`config.mk`:
```
export PLATFORM = sky130hd
export DESIGN_NAME = mem_arbiter
export DESIGN_NICKNAME = d
export VERILOG_FILES = /design/src/rtl/mem_arbiter.sv
export SDC_FILE = /design/constraint.sdc
export NUM_CORES = 1
export LEC_CHECK = 0
export ABC_AREA = 1
export CAP_MARGIN = 20
export CORE_ASPECT_RATIO = 1.75
export CORE_MARGIN = 2
export CORE_UTILIZATION = 41
export DETAILED_ROUTE_END_ITERATION = 10
export GPL_ROUTABILITY_DRIVEN = 0
export HOLD_SLACK_MARGIN = 0.12
export PLACE_DENSITY = 0.83
export SLEW_MARGIN = 5
export SYNTH_ARGS = -nofsm -noshare
export SYNTH_HDL_FRONTEND = slang
export SYNTH_SLANG_ARGS = --single-unit
```
`constraint.sdc`:
```
create_clock -name clk -period 1.45 [get_ports clk]
set_input_delay 0.29 -clock clk [delete_from_list [all_inputs] [get_ports clk]]
set_output_delay 0.29 -clock clk [all_outputs]
set_load 0.005 [all_outputs]
```
`src/rtl/mem_arbiter.sv`:
```
// Two-port arbiter sharing one byte-wide RAM; each 16-bit access is split into big-endian byte cycles.
// Optional macro ARB_RR_EN selects round-robin arbitration (default: fixed priority, data port wins).
module mem_arbiter #(
    parameter int ADDR_W = 10
) (
    input  logic              clk,
    input  logic              rst_n,
    input  logic              if_req,
    input  logic [15:0]       if_addr,
    output logic [15:0]       if_rdata,
    output logic              if_done,
    input  logic              mem_req,
    input  logic              mem_we,
    input  logic [15:0]       mem_addr,
    input  logic [15:0]       mem_wdata,
    output logic [15:0]       mem_rdata,
    output logic              mem_done,
    output logic [ADDR_W-1:0] ram_addr,
    output logic              ram_re,
    output logic              ram_we,
    output logic [7:0]        ram_wdata,
    input  logic [7:0]        ram_rdata,
    output logic              busy
);

    // state | meaning
    // IDLE  | arbitrate; accept a request and latch its command
    // HI    | byte access at A (high byte)
    // LO    | byte access at A+1 (low byte); capture high read byte
    // FIN   | capture low read byte, pulse winner's done
    typedef enum logic [1:0] {
        IDLE = 2'd0,
        HI   = 2'd1,
        LO   = 2'd2,
        FIN  = 2'd3
    } state_t;

    state_t            state_q, state_d;
    logic              port_q, port_d;      // 1 = data port, 0 = fetch port
    logic [ADDR_W-1:0] addr_q, addr_d;
    logic              we_q, we_d;
    logic [15:0]       wdata_q, wdata_d;
    logic [7:0]        hi_q, hi_d;
    logic [15:0]       if_rdata_q, if_rdata_d;
    logic [15:0]       mem_rdata_q, mem_rdata_d;
    logic              grant_mem;
    logic [15:0]       word;

    // Address bits above ADDR_W are intentionally dropped.
    logic unused_addr_bits;
    assign unused_addr_bits = ^{if_addr, mem_addr};

`ifdef ARB_RR_EN
    logic last_q, last_d;                   // last grant: 1 = data port, 0 = fetch port

    always_comb begin
        last_d = last_q;
        if (state_q == IDLE && (if_req || mem_req)) begin
            last_d = grant_mem;
        end
    end

    always_ff @(posedge clk or negedge rst_n) begin
        if (!rst_n) begin
            last_q <= 1'b0;
        end else begin
            last_q <= last_d;
        end
    end

    always_comb begin
        if (if_req && mem_req) begin
            grant_mem = ~last_q;
        end else begin
            grant_mem = mem_req;
        end
    end
`else
    always_comb begin
        grant_mem = mem_req;
    end
`endif

    assign word = {hi_q, ram_rdata};

    always_comb begin
        state_d     = state_q;
        port_d      = port_q;
        addr_d      = addr_q;
        we_d        = we_q;
        wdata_d     = wdata_q;
        hi_d        = hi_q;
        if_rdata_d  = if_rdata_q;
        mem_rdata_d = mem_rdata_q;
        ram_addr    = '0;
        ram_re      = 1'b0;
        ram_we      = 1'b0;
        ram_wdata   = 8'h00;
        if_done     = 1'b0;
        mem_done    = 1'b0;
        if_rdata    = if_rdata_q;
        mem_rdata   = mem_rdata_q;
        busy        = (state_q != IDLE);

        case (state_q)
            IDLE: begin
                if (if_req || mem_req) begin
                    state_d = HI;
                    port_d  = grant_mem;
                    if (grant_mem) begin
                        addr_d  = mem_addr[ADDR_W-1:0];
                        we_d    = mem_we;
                        wdata_d = mem_wdata;
                    end else begin
                        addr_d  = if_addr[ADDR_W-1:0];
                        we_d    = 1'b0;
                        wdata_d = 16'h0000;
                    end
                end
            end
            HI: begin
                ram_addr  = addr_q;
                ram_re    = ~we_q;
                ram_we    = we_q;
                ram_wdata = wdata_q[15:8];
                state_d   = LO;
            end
            LO: begin
                ram_addr  = addr_q + ADDR_W'(1);
                ram_re    = ~we_q;
                ram_we    = we_q;
                ram_wdata = wdata_q[7:0];
                if (!we_q) begin
                    hi_d = ram_rdata;
                end
                state_d   = FIN;
            end
            FIN: begin
                state_d = IDLE;
                if (port_q) begin
                    mem_done = 1'b1;
                    if (!we_q) begin
                        mem_rdata   = word;
                        mem_rdata_d = word;
                    end
                end else begin
                    if_done = 1'b1;
                    if (!we_q) begin
                        if_rdata   = word;
                        if_rdata_d = word;
                    end
                end
            end
            default: begin
                state_d = IDLE;
            end
        endcase
    end

    always_ff @(posedge clk or negedge rst_n) begin
        if (!rst_n) begin
            state_q     <= IDLE;
            port_q      <= 1'b0;
            addr_q      <= '0;
            we_q        <= 1'b0;
            wdata_q     <= 16'h0000;
            hi_q        <= 8'h00;
            if_rdata_q  <= 16'h0000;
            mem_rdata_q <= 16'h0000;
        end else begin
            state_q     <= state_d;
            port_q      <= port_d;
            addr_q      <= addr_d;
            we_q        <= we_d;
            wdata_q     <= wdata_d;
            hi_q        <= hi_d;
            if_rdata_q  <= if_rdata_d;
            mem_rdata_q <= mem_rdata_d;
        end
    end

endmodule

```
== After elaboration in Yosys (flattened, before gate mapping) ==
Cells that the tools add are included.
Storage, ports and cells
  register bits after elaboration: 70
  bits of input ports: 61
  output and inout port bits: 55
  logic and storage cells: 39
Cells by class
  $add $sub $neg: 1
  equality and inequality tests: 4
  muxes and demuxes: 19
  bitwise logic cells: 1
  reductions and logical operators: 6
Operators by type and width (number)
  $mux W16: 7
  $pmux W10 S2: 1
  $pmux W8 S2: 1
  $add A10 B1 Y10 const B: 1
  $mux W10: 1
  $pmux W2 S4: 1
  $mux W1: 7
  $eq A2 B2 Y1 const B: 2
  $reduce_and A2 Y1: 2
  $eq A2 B1 Y1 const B: 1
  $logic_not A2 Y1: 1
  $mux W2: 1
  $ne A2 B2 Y1 const B: 1
  $reduce_bool A2 Y1: 1
  $reduce_or A2 Y1: 1
  $logic_or A1 B1 Y1: 1
  $not A1 Y1: 1

== Longest topological paths before layout ==
Gate-level depths: netlist of the first run.
  depth in word-level cells: 3
  mapped depth: 9
  gate-level depth less buffers: 8

== Worst setup path before layout of the first run ==
OpenSTA, ideal clock, no wires.
  path kind: register to output
  start: reg state_q[0]
  end: out ram_addr[7]
  arrival time: 1.258 ns
  data required time: 1.160 ns
  slack: -0.098 ns
  cell stages (with the launch flop): 10
  buffers on the path: 1
  path through: dfrtp_1 > inv_1 > ha_1 > buf_4 > inv_2 > nor2_1 > nand3_1 > nand2_1 > nand2_1 > nor2_1
On the way
  cells in the longest elaborated chain, start to end: 2
  elaborated cells on any way between the ends: 3
  those cells by class: 2 x eq/ne; 1 x mux
Ends and longest elaborated chain
  from (decl): line 38  | state_t state_q, state_d;
  from (signal assigned): line 171  | state_q <= state_d;
  $eq A2 B2 Y1 or $eq A2 B1 Y1 (tied branches): line 105  | case (state_q)
  $pmux W10 S2 (*): line 105
  to (decl): line 18  | output logic [ADDR_W-1:0] ram_addr,
Mark *: on every way between the ends. The rest lies on a longest branch, timed or not.

== Worst setup path in the final report of the first run ==
  start: reg state_q[1]
  end: out ram_addr[5]
Same word-level chain as after synthesis.

==> results of run 1 <==
## power by group through the flow
stage                     combinational, uW  clock [uW]  sequential [uW]
after floorplan                        2750           0             3220
after global placement                 5780           0             3240
after detailed placement               5970           0             3290
after CTS                              9520        2420             3360
after global routing                  11500        2510             3510
final                                 11000        2420             3460
## worst max path at each step
stage                     cells after the start  slack [ps]        from           end
after floorplan                               9         -20  state_q[0]   ram_addr[7]
after global placement                        7        -540  state_q[0]   if_rdata[8]
after detailed placement                      7        -600  state_q[0]  if_rdata[11]
after CTS                                     8        -600  state_q[1]  if_rdata[14]
after global routing                         10        -750  state_q[1]   ram_addr[9]
final                                         8        -690  state_q[1]   ram_addr[5]
## final cells by class
cell class | instances | area, um2 | share of cell area [%]
well taps | 90 | 113 | 1.74
clock buffers | 11 | 243 | 3.76
flip-flops and latches | 70 | 1750 | 27.1
multi-input cells | 260 | 1980 | 30.6
inverters | 55 | 231 | 3.59
clock inverters | 5 | 81.3 | 1.26
repair buffers | 196 | 2060 | 31.9
## worst max-delay path, stage by stage (launching register included)
cell and delay, ps:
dfrtp_1 420, buf_6 150, buf_6 100, ha_4 190
inv_6 60, nor3_4 110, o21bai_1 110, nor2_1 210
buf_2 160
## layout by cell type (no fill, tap or decap), types with 2 or more instances in the layout
cell type and n:
a31oi_1 2, inv_2 5, o21ai_4 16, bufbuf_16 2, buf_4 29, nand2_4 12, nor2_2 4, a31oi_2 2
dfrtp_1 70, buf_8 5, clkbuf_16 9, nand3_2 4, a31oi_4 6, inv_1 45, ha_4 4, buf_6 37
inv_6 4, nor2_1 16, buf_12 12, nor2_4 7, o21ai_1 6, o21ai_2 37, buf_2 52, nand3_1 17
clkdlybuf4s50_1 47, nand2_1 75, buf_16 11, o21ai_0 7, nand2_2 22, bufinv_16 2, a21oi_1 3, a21oi_2 12
## sequential cells by signal, indices dropped and copies added, names as in the netlist
register and count:
if_rdata_q 16, mem_rdata_q 16, wdata_q 16, addr_q 10, hi_q 8, state_q 2
port_q 1, we_q 1
## per-stage QoR
step	TNS [ps]	instances	area [um2]
floorplan	-287	407	3300
global placement	-27030	614	4660
detailed placement	-30900	614	4660
CTS	-37390	679	6150
global route	-50820	687	6450
finish	-47300	687	6450
## cells by family (layout without fill, tap and decap cells)
| logic type | Yosys count | after routing | synth area share, % |
|---|---|---|---|
| fa+ha+maj | 6 | 6 | 2.28 |
| compound gates | 95 | 95 | 15.5 |
| buf+inv | 77 | 267 | 9.85 |
| flops | 70 | 70 | 53.2 |
| simple gates | 159 | 159 | 19.2 |
## repair_timing
item	in CTS	in global routing
pin swaps	29	18
hold buffers	1	0
hold endpoints to repair	70	0
gates resized for setup	468	59
setup endpoints to repair	93	110
buffers inserted	35	11
gates cloned	15	2
## layer usage
layer  vias to the layer above  wire length (um)  global-route usage (%)
li1                       1675                 -                       -
met1                      1943              4910                    32.6
met2                       281              8380                    58.6
met3                        79              1160                    6.65
met4                         0               924                    20.6
met5                         -                 0                       0
==> impl_metrics.json, run 1 <==
{
  "status": "finished, violations left",
  "violations": "setup timing",
  "clkSlewWorstSetupHoldPaths_ps": 60,
  "start_util_pct": 41.9,
  "worst_slew_pin_slew_ps": 395,
  "fmaxAchievable_ghz": 0.467,
  "worst_setup_path_end_kind": "output port",
  "ir_drop_v": 0.00185,
  "setup_violations": 100,
  "power_leakage_uw": 0.00306,
  "antenna_found_initial": 0,
  "fin_ws_ps": -690,
  "finalNetCount": 659,
  "dieWidth_um": 71.7,
  "yosysTopAreaCellShare_pct": 53.2,
  "fin_util_pct": 82.2,
  "grt_max_degree": 71,
  "power_density_nw_per_um2": 2620,
  "maxCapViolations": 0,
  "clockRootBuffer": "clkbuf_16",
  "overflow": 0,
  "min_to": "mem_rdata_q[3]",
  "synthFlopType": "dfrtp_1",
  "area_growth_pct": 96.2,
  "worstPathMaxFanout": 5,
  "slew-limit-headroom_pct": 73.7,
  "clockBufferDepth": 2,
  "fin_worst_skew_ps": 4.46,
  "r2r_cells": 12,
  "die_area_um2": 8790,
  "critPathLaunchType": "flop",
  "worstReg2RegEnd": "addr_q[1]",
  "crit_required_ps": 1160,
  "grt_pass1_vias": 4230,
  "cts_tree": "yes",
  "intPower_uw": 9860,
  "ys_top_cells_by_area": "dfrtp_1 53%, nand2_1 12%, o21ai_0 9.6%, inv_1 5.9%, nand3_1 3.3%",
  "ant_nets": 0,
  "dr.pass1.iters": 5,
  "port-buffer-count": 103,
  "switchingPower_uw": 7030,
  "yosysTopAreaCell": "dfrtp_1",
  "vias": 3978,
  "yosys-top-cells-count": "108 x nand2_1, 70 x dfrtp_1, 63 x o21ai_0",
  "dp_hpwl_mm": 6.50,
  "grt_pass1_wl_mm": 21.5,
  "period_minus_slack_ps": 2140,
  "syn_area_um2": 3290,
  "fillCellCount": 390,
  "arrival_ps": 1850,
  "grt_use_total_pct": 32.3,
  "pwr-share-seq_pct": 20.5,
  "ys_seq_area_share_pct": 53.2,
  "ys_async_sr_fraction_pct": 100,
  "hold_viol_final": 0,
  "synth_area_per_cell_um2": 8.09,
  "synth_edf_count": 0,
  "critical_path_class": "flop to output port",
  "synth_cell_types": 23,
  "rows": 43,
  "wirelength_mm": 15.4,
  "p_sw_share_pct": 41.6,
  "yosysMostFrequentCell": "nand2_1",
  "post-route-period-util_pct": 148,
  "cts_num_sinks": 70,
  "viasPerCell": 5.79,
  "rrSetupSlack_ps": -490,
  "core_um2": 7860,
  "power_uw": 16900,
  "cts_max_level": 3,
  "initialDrtViolationCount": 371,
  "pre_cts_ws_ps": -604,
  "cts_buffers": 9,
  "drv_slew": 0,
  "synth_fp_nets": 474,
  "post_drt_wl_per_cell_um": 22.4,
  "whs_path_depth": 2,
  "yosysWarnings": 0,
  "fp.dieH_um": 123,
  "timing.hold.ws_ps": 467,
  "drc_errors": 0,
  "r2r_start": "state_q[1]",
  "min-delay-start": "mem_rdata_q[3]",
  "comb_power_share_pct": 65.2,
  "drive_gt1_share_pct": 50.8,
  "clk_latency_ps": 340,
  "syn_inst": 407,
  "yosys_register_bits": 70,
  "p_clk_share_pct": 14.4,
  "rsz0062_at_grt": "true",
  "ioPinCount": 116,
  "diodes": 0,
  "hp-class": "flop to flop"
}
No activity file was read; power rests on OpenSTA's default activity.
==> run 2: changes to the inputs <==
ABC_CLOCK_PERIOD_IN_PS = 1450   (was not set)
HOLD_SLACK_MARGIN = not set   (was 0.12)
SLEW_MARGIN = 0   (was 5)
==> results of run 2 <==
The final DEF is identical to that of run 1; final timing and power are the same.
